[config.mk]
export PLATFORM = sky130hd
export DESIGN_NAME = servo_pwm_sequencer_flat
export DESIGN_NICKNAME = d
export VERILOG_FILES = /design/src/rtl/servo_pwm_sequencer_if.sv /design/src/rtl/servo_pwm_sequencer.sv /design/src/flat_wrapper.sv
export SDC_FILE = /design/constraint.sdc
export NUM_CORES = 1
export LEC_CHECK = 0
export ABC_CLOCK_PERIOD_IN_PS = 8300
export BUFFER_PORTS_ARGS = -buffer_cell sky130_fd_sc_hd__buf_2
export CORE_UTILIZATION = 27
export CTS_BUF_LIST = sky130_fd_sc_hd__clkbuf_8
export DETAILED_ROUTE_END_ITERATION = 8
export HOLD_SLACK_MARGIN = 0.05
export PLACE_DENSITY = 0.43
export SLEW_MARGIN = 10
export SYNTH_ARGS = -nofsm -noshare
export SYNTH_HDL_FRONTEND = slang
export SYNTH_SLANG_ARGS = --single-unit
[constraint.sdc]
create_clock -name sysclk -period 8.3 [get_ports sysclk]
set_input_delay 0.415 -clock sysclk [delete_from_list [all_inputs] [get_ports sysclk]]
set_output_delay 0.415 -clock sysclk [all_outputs]
set_load 0.005 [all_outputs]
[src/rtl/servo_pwm_sequencer_if.sv]
// rtl/servo_pwm_sequencer_if.sv - control and status bundle for the servo PWM sequencer
interface servo_pwm_sequencer_if #(
    parameter int CH    = 2,
    parameter int DEPTH = 16
);
    localparam int AW = $clog2(DEPTH);

    logic [CH-1:0] Inc;
    logic [CH-1:0] Dec;
    logic          Rec;
    logic          Clr;
    logic          Store_Sw;
    logic [CH-1:0] Pulse;
    logic [AW:0]   Rec_Count;
    logic          Full;
    logic [AW-1:0] Play_Idx;

    modport master (
        output Inc, Dec, Rec, Clr, Store_Sw,
        input  Pulse, Rec_Count, Full, Play_Idx
    );

    modport slave (
        input  Inc, Dec, Rec, Clr, Store_Sw,
        output Pulse, Rec_Count, Full, Play_Idx
    );
endinterface

[src/rtl/servo_pwm_sequencer.sv]
// rtl/servo_pwm_sequencer.sv - multi-channel servo PWM with record/playback (optional SERVO_SOFT_RAMP_EN slew)
module servo_pwm_sequencer #(
    parameter int CH    = 2,
    parameter int CW    = 6,
    parameter int STEP  = 1,
    parameter int DMIN  = 0,
    parameter int DMAX  = 63,
    parameter int DEPTH = 16,
    parameter int DWELL = 64
) (
    input  logic                   sysclk,
    input  logic                   Reset_Sw,
    servo_pwm_sequencer_if.slave   bus
);
    localparam int AW  = $clog2(DEPTH);
    localparam int DWW = (DWELL > 1) ? $clog2(DWELL) : 1;

    localparam logic [CW:0]    STEP_X     = (CW+1)'(STEP);
    localparam logic [CW:0]    DMIN_X     = (CW+1)'(DMIN);
    localparam logic [CW:0]    DMAX_X     = (CW+1)'(DMAX);
    localparam logic [CW-1:0]  MID        = CW'((DMIN + DMAX) / 2);
    localparam logic [AW:0]    DEPTH_X    = (AW+1)'(DEPTH);
    localparam logic [DWW-1:0] DWELL_LAST = DWW'(DWELL - 1);

    // Registered state
    logic [CW-1:0]  cnt_q, cnt_d;
    logic [CW-1:0]  pos_q [CH];
    logic [CW-1:0]  pos_d [CH];
    logic [CW-1:0]  active_q [CH];
    logic [CW-1:0]  active_d [CH];
    logic [CH-1:0]  pulse_q, pulse_d;
    logic [AW-1:0]  wptr_q, wptr_d;
    logic [AW:0]    rec_count_q, rec_count_d;
    logic [AW-1:0]  play_idx_q, play_idx_d;
    logic [DWW-1:0] dwell_q, dwell_d;
    logic           store_q, store_d;

    // Snapshot memory, one word holds all channel positions
    logic [CH*CW-1:0] snap_mem [DEPTH];
    logic             mem_we;
    logic [CH*CW-1:0] mem_wdata;
    logic [CH*CW-1:0] mem_rdata;

    logic             period_end;
    logic             full;
    logic             store_rise;
    logic [CW-1:0]    target [CH];

    assign period_end = (cnt_q == '1);
    assign full       = (rec_count_q == DEPTH_X);
    assign store_rise = bus.Store_Sw & ~store_q;

    // Free-running period counter and registered pulse compare
    always_comb begin
        cnt_d = cnt_q + 1'b1;
        pulse_d = '0;
        for (int i = 0; i < CH; i++) begin
            pulse_d[i] = (cnt_q < active_q[i]);
        end
    end

    // Manual position stepping with saturation at the clamps
    always_comb begin
        for (int i = 0; i < CH; i++) begin
            logic [CW:0] up;
            logic [CW:0] dn;
            pos_d[i] = pos_q[i];
            up = {1'b0, pos_q[i]} + STEP_X;
            dn = {1'b0, pos_q[i]} - STEP_X;
            if (!bus.Store_Sw && bus.Inc[i] && !bus.Dec[i]) begin
                pos_d[i] = (up > DMAX_X) ? DMAX_X[CW-1:0] : up[CW-1:0];
            end else if (!bus.Store_Sw && bus.Dec[i] && !bus.Inc[i]) begin
                if (({1'b0, pos_q[i]} < STEP_X) || (dn < DMIN_X)) begin
                    pos_d[i] = DMIN_X[CW-1:0];
                end else begin
                    pos_d[i] = dn[CW-1:0];
                end
            end
        end
    end

    // Snapshot recording; clear beats a simultaneous record
    always_comb begin
        rec_count_d = rec_count_q;
        wptr_d      = wptr_q;
        mem_we      = 1'b0;
        mem_wdata   = '0;
        for (int i = 0; i < CH; i++) begin
            mem_wdata[i*CW +: CW] = pos_d[i];
        end
        if (!bus.Store_Sw) begin
            if (bus.Clr) begin
                rec_count_d = '0;
                wptr_d      = '0;
            end else if (bus.Rec && !full) begin
                mem_we      = 1'b1;
                wptr_d      = wptr_q + 1'b1;
                rec_count_d = rec_count_q + 1'b1;
            end
        end
    end

    // Playback sequencing: dwell counts period ends, index wraps at the record count
    always_comb begin
        store_d    = bus.Store_Sw;
        play_idx_d = play_idx_q;
        dwell_d    = dwell_q;
        if (store_rise) begin
            play_idx_d = '0;
            dwell_d    = '0;
        end else if (bus.Store_Sw && period_end) begin
            if (dwell_q == DWELL_LAST) begin
                dwell_d = '0;
                if (rec_count_q != '0) begin
                    if (((AW+1)'(play_idx_q) + 1'b1) == rec_count_q) begin
                        play_idx_d = '0;
                    end else begin
                        play_idx_d = play_idx_q + 1'b1;
                    end
                end
            end else begin
                dwell_d = dwell_q + 1'b1;
            end
        end
    end

    // Target selection; the next index is used so duty and Play_Idx change together
    always_comb begin
        mem_rdata = snap_mem[play_idx_d];
        for (int i = 0; i < CH; i++) begin
            if (bus.Store_Sw && (rec_count_q != '0)) begin
                target[i] = mem_rdata[i*CW +: CW];
            end else begin
                target[i] = pos_q[i];
            end
        end
    end

    // Active duty only changes at the period boundary so no period is truncated
    always_comb begin
        for (int i = 0; i < CH; i++) begin
            logic [CW:0] up;
            logic [CW:0] gap;
            active_d[i] = active_q[i];
            up  = {1'b0, active_q[i]} + STEP_X;
            gap = {1'b0, active_q[i]} - {1'b0, target[i]};
            if (period_end) begin
`ifdef SERVO_SOFT_RAMP_EN
                if (target[i] > active_q[i]) begin
                    active_d[i] = (up >= {1'b0, target[i]}) ? target[i] : up[CW-1:0];
                end else if (target[i] < active_q[i]) begin
                    active_d[i] = (gap <= STEP_X) ? target[i] : (active_q[i] - STEP_X[CW-1:0]);
                end
`else
                active_d[i] = target[i];
`endif
            end
        end
    end

    // State registers with asynchronous reset
    always_ff @(posedge sysclk or negedge Reset_Sw) begin
        if (!Reset_Sw) begin
            cnt_q       <= '0;
            pulse_q     <= '0;
            wptr_q      <= '0;
            rec_count_q <= '0;
            play_idx_q  <= '0;
            dwell_q     <= '0;
            store_q     <= 1'b0;
            for (int i = 0; i < CH; i++) begin
                pos_q[i]    <= MID;
                active_q[i] <= MID;
            end
        end else begin
            cnt_q       <= cnt_d;
            pulse_q     <= pulse_d;
            wptr_q      <= wptr_d;
            rec_count_q <= rec_count_d;
            play_idx_q  <= play_idx_d;
            dwell_q     <= dwell_d;
            store_q     <= store_d;
            for (int i = 0; i < CH; i++) begin
                pos_q[i]    <= pos_d[i];
                active_q[i] <= active_d[i];
            end
        end
    end

    // Snapshot storage has no reset; it is never read while the count is zero
    always_ff @(posedge sysclk) begin
        if (mem_we) begin
            snap_mem[wptr_q] <= mem_wdata;
        end
    end

    assign bus.Pulse     = pulse_q;
    assign bus.Rec_Count = rec_count_q;
    assign bus.Full      = full;
    assign bus.Play_Idx  = play_idx_q;
endmodule
[src/flat_wrapper.sv]
// flat-port wrapper written by rule: the top's interface ports become plain ports
module servo_pwm_sequencer_flat 
#(
    parameter int CH    = 2,
    parameter int CW    = 6,
    parameter int STEP  = 1,
    parameter int DMIN  = 0,
    parameter int DMAX  = 63,
    parameter int DEPTH = 16,
    parameter int DWELL = 64
)
  (sysclk, Reset_Sw, bus_Inc, bus_Dec, bus_Rec, bus_Clr, bus_Store_Sw, bus_Pulse, bus_Rec_Count, bus_Full, bus_Play_Idx);
  servo_pwm_sequencer_if #(.CH(CH), .DEPTH(DEPTH)) bus_i ();
  input  logic sysclk;
  input  logic Reset_Sw;
  input wire logic [$bits(bus_i.Inc)-1:0] bus_Inc;
  input wire logic [$bits(bus_i.Dec)-1:0] bus_Dec;
  input wire logic [$bits(bus_i.Rec)-1:0] bus_Rec;
  input wire logic [$bits(bus_i.Clr)-1:0] bus_Clr;
  input wire logic [$bits(bus_i.Store_Sw)-1:0] bus_Store_Sw;
  output wire logic [$bits(bus_i.Pulse)-1:0] bus_Pulse;
  output wire logic [$bits(bus_i.Rec_Count)-1:0] bus_Rec_Count;
  output wire logic [$bits(bus_i.Full)-1:0] bus_Full;
  output wire logic [$bits(bus_i.Play_Idx)-1:0] bus_Play_Idx;
  assign bus_i.Inc = bus_Inc;
  assign bus_i.Dec = bus_Dec;
  assign bus_i.Rec = bus_Rec;
  assign bus_i.Clr = bus_Clr;
  assign bus_i.Store_Sw = bus_Store_Sw;
  assign bus_Pulse = bus_i.Pulse;
  assign bus_Rec_Count = bus_i.Rec_Count;
  assign bus_Full = bus_i.Full;
  assign bus_Play_Idx = bus_i.Play_Idx;
  servo_pwm_sequencer #(.CH(CH), .CW(CW), .STEP(STEP), .DMIN(DMIN), .DMAX(DMAX), .DEPTH(DEPTH), .DWELL(DWELL)) u_core (.sysclk(sysclk), .Reset_Sw(Reset_Sw), .bus(bus_i));
endmodule
==> results.cfg <==
[routing]
wl_per_cell_um = 23.9
vias = 9980
drt_iter0_drc = 930
antenna_left = 0
vias_per_cell = 5.45
first_pass_iters = 5
totalWireLength_um = 43800
drc = 0

[final_layout]
synthToLayoutAreaGrowth_pct = 12.3
final_cell_area_mm2 = 0.0142
fillCellCount = 4770
layout.cells.non_filler = 1831
post_route_cells_drive_above_1_share_pct = 13.3
diodes = 0
nNetsFinal = 1223
postLayoutCoreUtil_pct = 30.6

[grt]
grt_pass1_wl_um = 64100
antenna_found_initial = 2
grt_max_degree = 76
grt_pass1_vias = 9427
grt_remaining_overflow = 0
track_usage_pct = 18.3

[synth]
ys_seq_area_share_pct = 56.0
synth_compound_area_share_pct = 20.7
synth_xor_area_share_pct = 1.31
synth_top_family_by_area = compound AO/OA/AOI/OAI gates
synth.area.top_cells = edfxtp_1 45%, dfrtp_1 6.3%, dfstp_2 4.1%, o21ai_0 3.5%, nand2_1 3.1%
ys_types = 77
ys_seq_elements = 244
synthTopCellsByCount = 192 x edfxtp_1, 105 x nand2_1, 89 x o21ai_0
yosysWarnings = 0
async_reset_ff_share_pct = 21.3
netlist_area_mm2 = 0.0127
netlist_instances = 1188
synth_top_area_share_pct = 45.5
synth_mux_area_share_pct = 0.158
yosysTopAreaCell = edfxtp_1
synthSimpleGateAreaFrac_pct = 15.1
avgSynthCellArea_um2 = 10.7
syn_nets = 1222
synthAdderAreaFrac_pct = 2.47
synth-edff-count = 192
yosysMostFrequentCell = edfxtp_1
synth_ff_type = edfxtp_1

[critical_path]
worstPathRequired_ns = 8.78
start_kind = register
crit_path_end_kind = register
criticalPathCategory = register to register
worstPathArrival_ns = 4.92
worstPathMaxFanout = 75
reg2reg_depth = 10

[die]
pin_count = 21
coreArea_mm2 = 0.0465
die_area_mm2 = 0.0478
die_w_um = 219
fp.dieH_um = 219
initial_core_util_pct = 27.3
num_rows = 79

[placement]
gp_congestion = 0.837
dpl_cell_area_mm2 = 0.0133
dp.cells = 1749
dp_hpwl_um = 27100
port_buffers = 20
pre_cts_slack_ns = 3.96

[pwr]
power.density_mw_per_mm2 = 224
p_total_mw = 3.19
p_leak_nw = 4.87
ir_worst_vdd_mv = 0.0894

[sta]
fin_hold_ws_ns = 0.102
finalClockSkew_ns = 0.0366
hold_viol = 0
timing.fmax_ghz = 0.226
slew_headroom_pct = 14.8
finalSetupTns_ns = 0
final-max-slew-violation-count = 0
worst_slew_pin_slew_ns = 1.28
rsz0062_at_grt = false
fin_crit_sh_pct = 53.4
setup_viol = 0
final.min_clock_period_ns = 4.43
fin_ws_ns = 3.87

[clock_tree]
clock_latency_ns = 0.64
clockRootBuffer = clkbuf_8
clkSinkCount = 244
cts_buffers = 44
cts_resized = 0
post_cts.repair.setup_buffers = 0
clk_pin_slew_ns = 0.07
cts_tree = done
clock_path_buffers = 3
htreeDepth = 2

[run]
max_cap_viol_count = 0

[hold_path]
min_path_cells = 1
hold_path.class = input pin to register

[run_status]
status = finished, final reports clean
-- worst max-delay path, cell delays in order (launching register included) --
cell      delay [ns]
dfrtp_1         0.45
inv_1           0.11
ha_1            0.16
or4b_4          0.48
and4_4          0.36
nand2_4         0.72
nor2_1          0.15
o41ai_2         1.11
o221ai_1        0.32
o21ai_0         0.26
o31ai_1         0.12
-- cells by family (layout without fill, tap and decap cells) --
kind of cell | Yosys count | in the layout
adder cells (fa/ha/maj) | 25 | 25
multiplexers | 2 | 2
AO/OA/AOI/OAI | 386 | 386
flip-flops | 244 | 244
AND/OR/NAND/NOR | 391 | 391
XOR/XNOR | 19 | 19
buffers and inverters | 121 | 157
-- layout make-up --
cell class | count | area, µm² | area share (%)
Timing Repair Buffer | 47 | 305 | 2.14
Inverter | 29 | 111 | 0.782
Sequential cell | 244 | 7090 | 49.8
Multi-Input combinational cell | 823 | 5100 | 35.8
Clock inverter | 31 | 179 | 1.26
Clock buffer | 50 | 688 | 4.83
Tap cell | 607 | 759 | 5.34
-- per-layer routing --
layer,share of wire (%),global-route usage [%],vias to the layer above
met1,46,25.8,4944
met4,2.9,7.04,2
met5,0.030,0,-
met2,45,27.8,383
li1,-,-,4566
met3,6.7,3.33,85
-- timing repair --
item	in CTS	in global routing
hold endpoints to repair	32	0
hold buffers	1	0
endpoints found under the setup margin	0	0
-- report_power, final --
group / total (mW) / internal [mW] / switching [mW] / leakage, nW
Combinational: 0.469 / 0.113 / 0.356 / 2.03
Clock: 1.14 / 0.589 / 0.551 / 0.477
Sequential: 1.58 / 1.50 / 0.0782 / 2.37
Total: 3.19 / 2.20 / 0.985 / 4.87
-- cell usage in the layout (no fill, tap or decap), drive strengths merged, types with 5 or more instances in the layout --
cell type	Yosys	routed
xnor2	7	7
inv	28	39
a22oi	21	21
dfrtp	32	32
a21boi	9	9
a21o	20	20
clkinv	1	19
buf	28	46
o211ai	19	19
a21oi	78	78
nor3	34	34
nand4	5	5
a31oi	5	5
or4	11	11
o41ai	8	8
nand2	106	106
o21ai	91	91
xor2	12	12
nor4	20	20
edfxtp	192	192
and2	19	19
o31ai	17	17
a211oi	33	33
nand2b	11	11
nor2	79	79
o2111ai	13	13
dfstp	20	20
nor2b	5	5
o221ai	19	19
ha	25	25
clkbuf	64	50
o22ai	12	12
nand3	76	76
and3	12	12
a2111oi	8	8
-- path summary, 6_finish.rpt --
path | start | end | slack, ns
setup / recovery | u_core.bus.Rec_Count[0] | u_core.active_q[11] | 3.87
hold / removal | bus_Store_Sw | u_core.store_q | 0.10
min in group asynchronous | Reset_Sw | u_core.store_q | 0.46
setup reg to reg | u_core.bus.Rec_Count[0] | u_core.active_q[11] | 3.87
hold reg to reg | u_core.dwell_q[5] | u_core.dwell_q[5] | 0.51
max in group asynchronous | Reset_Sw | u_core.bus.Play_Idx[0] | 7.29
-- sequential cells by signal, indices dropped and copies added, names as in the netlist --
name,count
u_core.store_q,1
u_core.snap_mem,192
u_core.bus.Rec_Count,5
u_core.bus.Pulse,2
u_core.dwell_q,6
u_core.active_q,12
u_core.wptr_q,4
u_core.cnt_q,6
u_core.bus.Play_Idx,4
u_core.pos_q,12
Power figures use the tool's default switching activity.
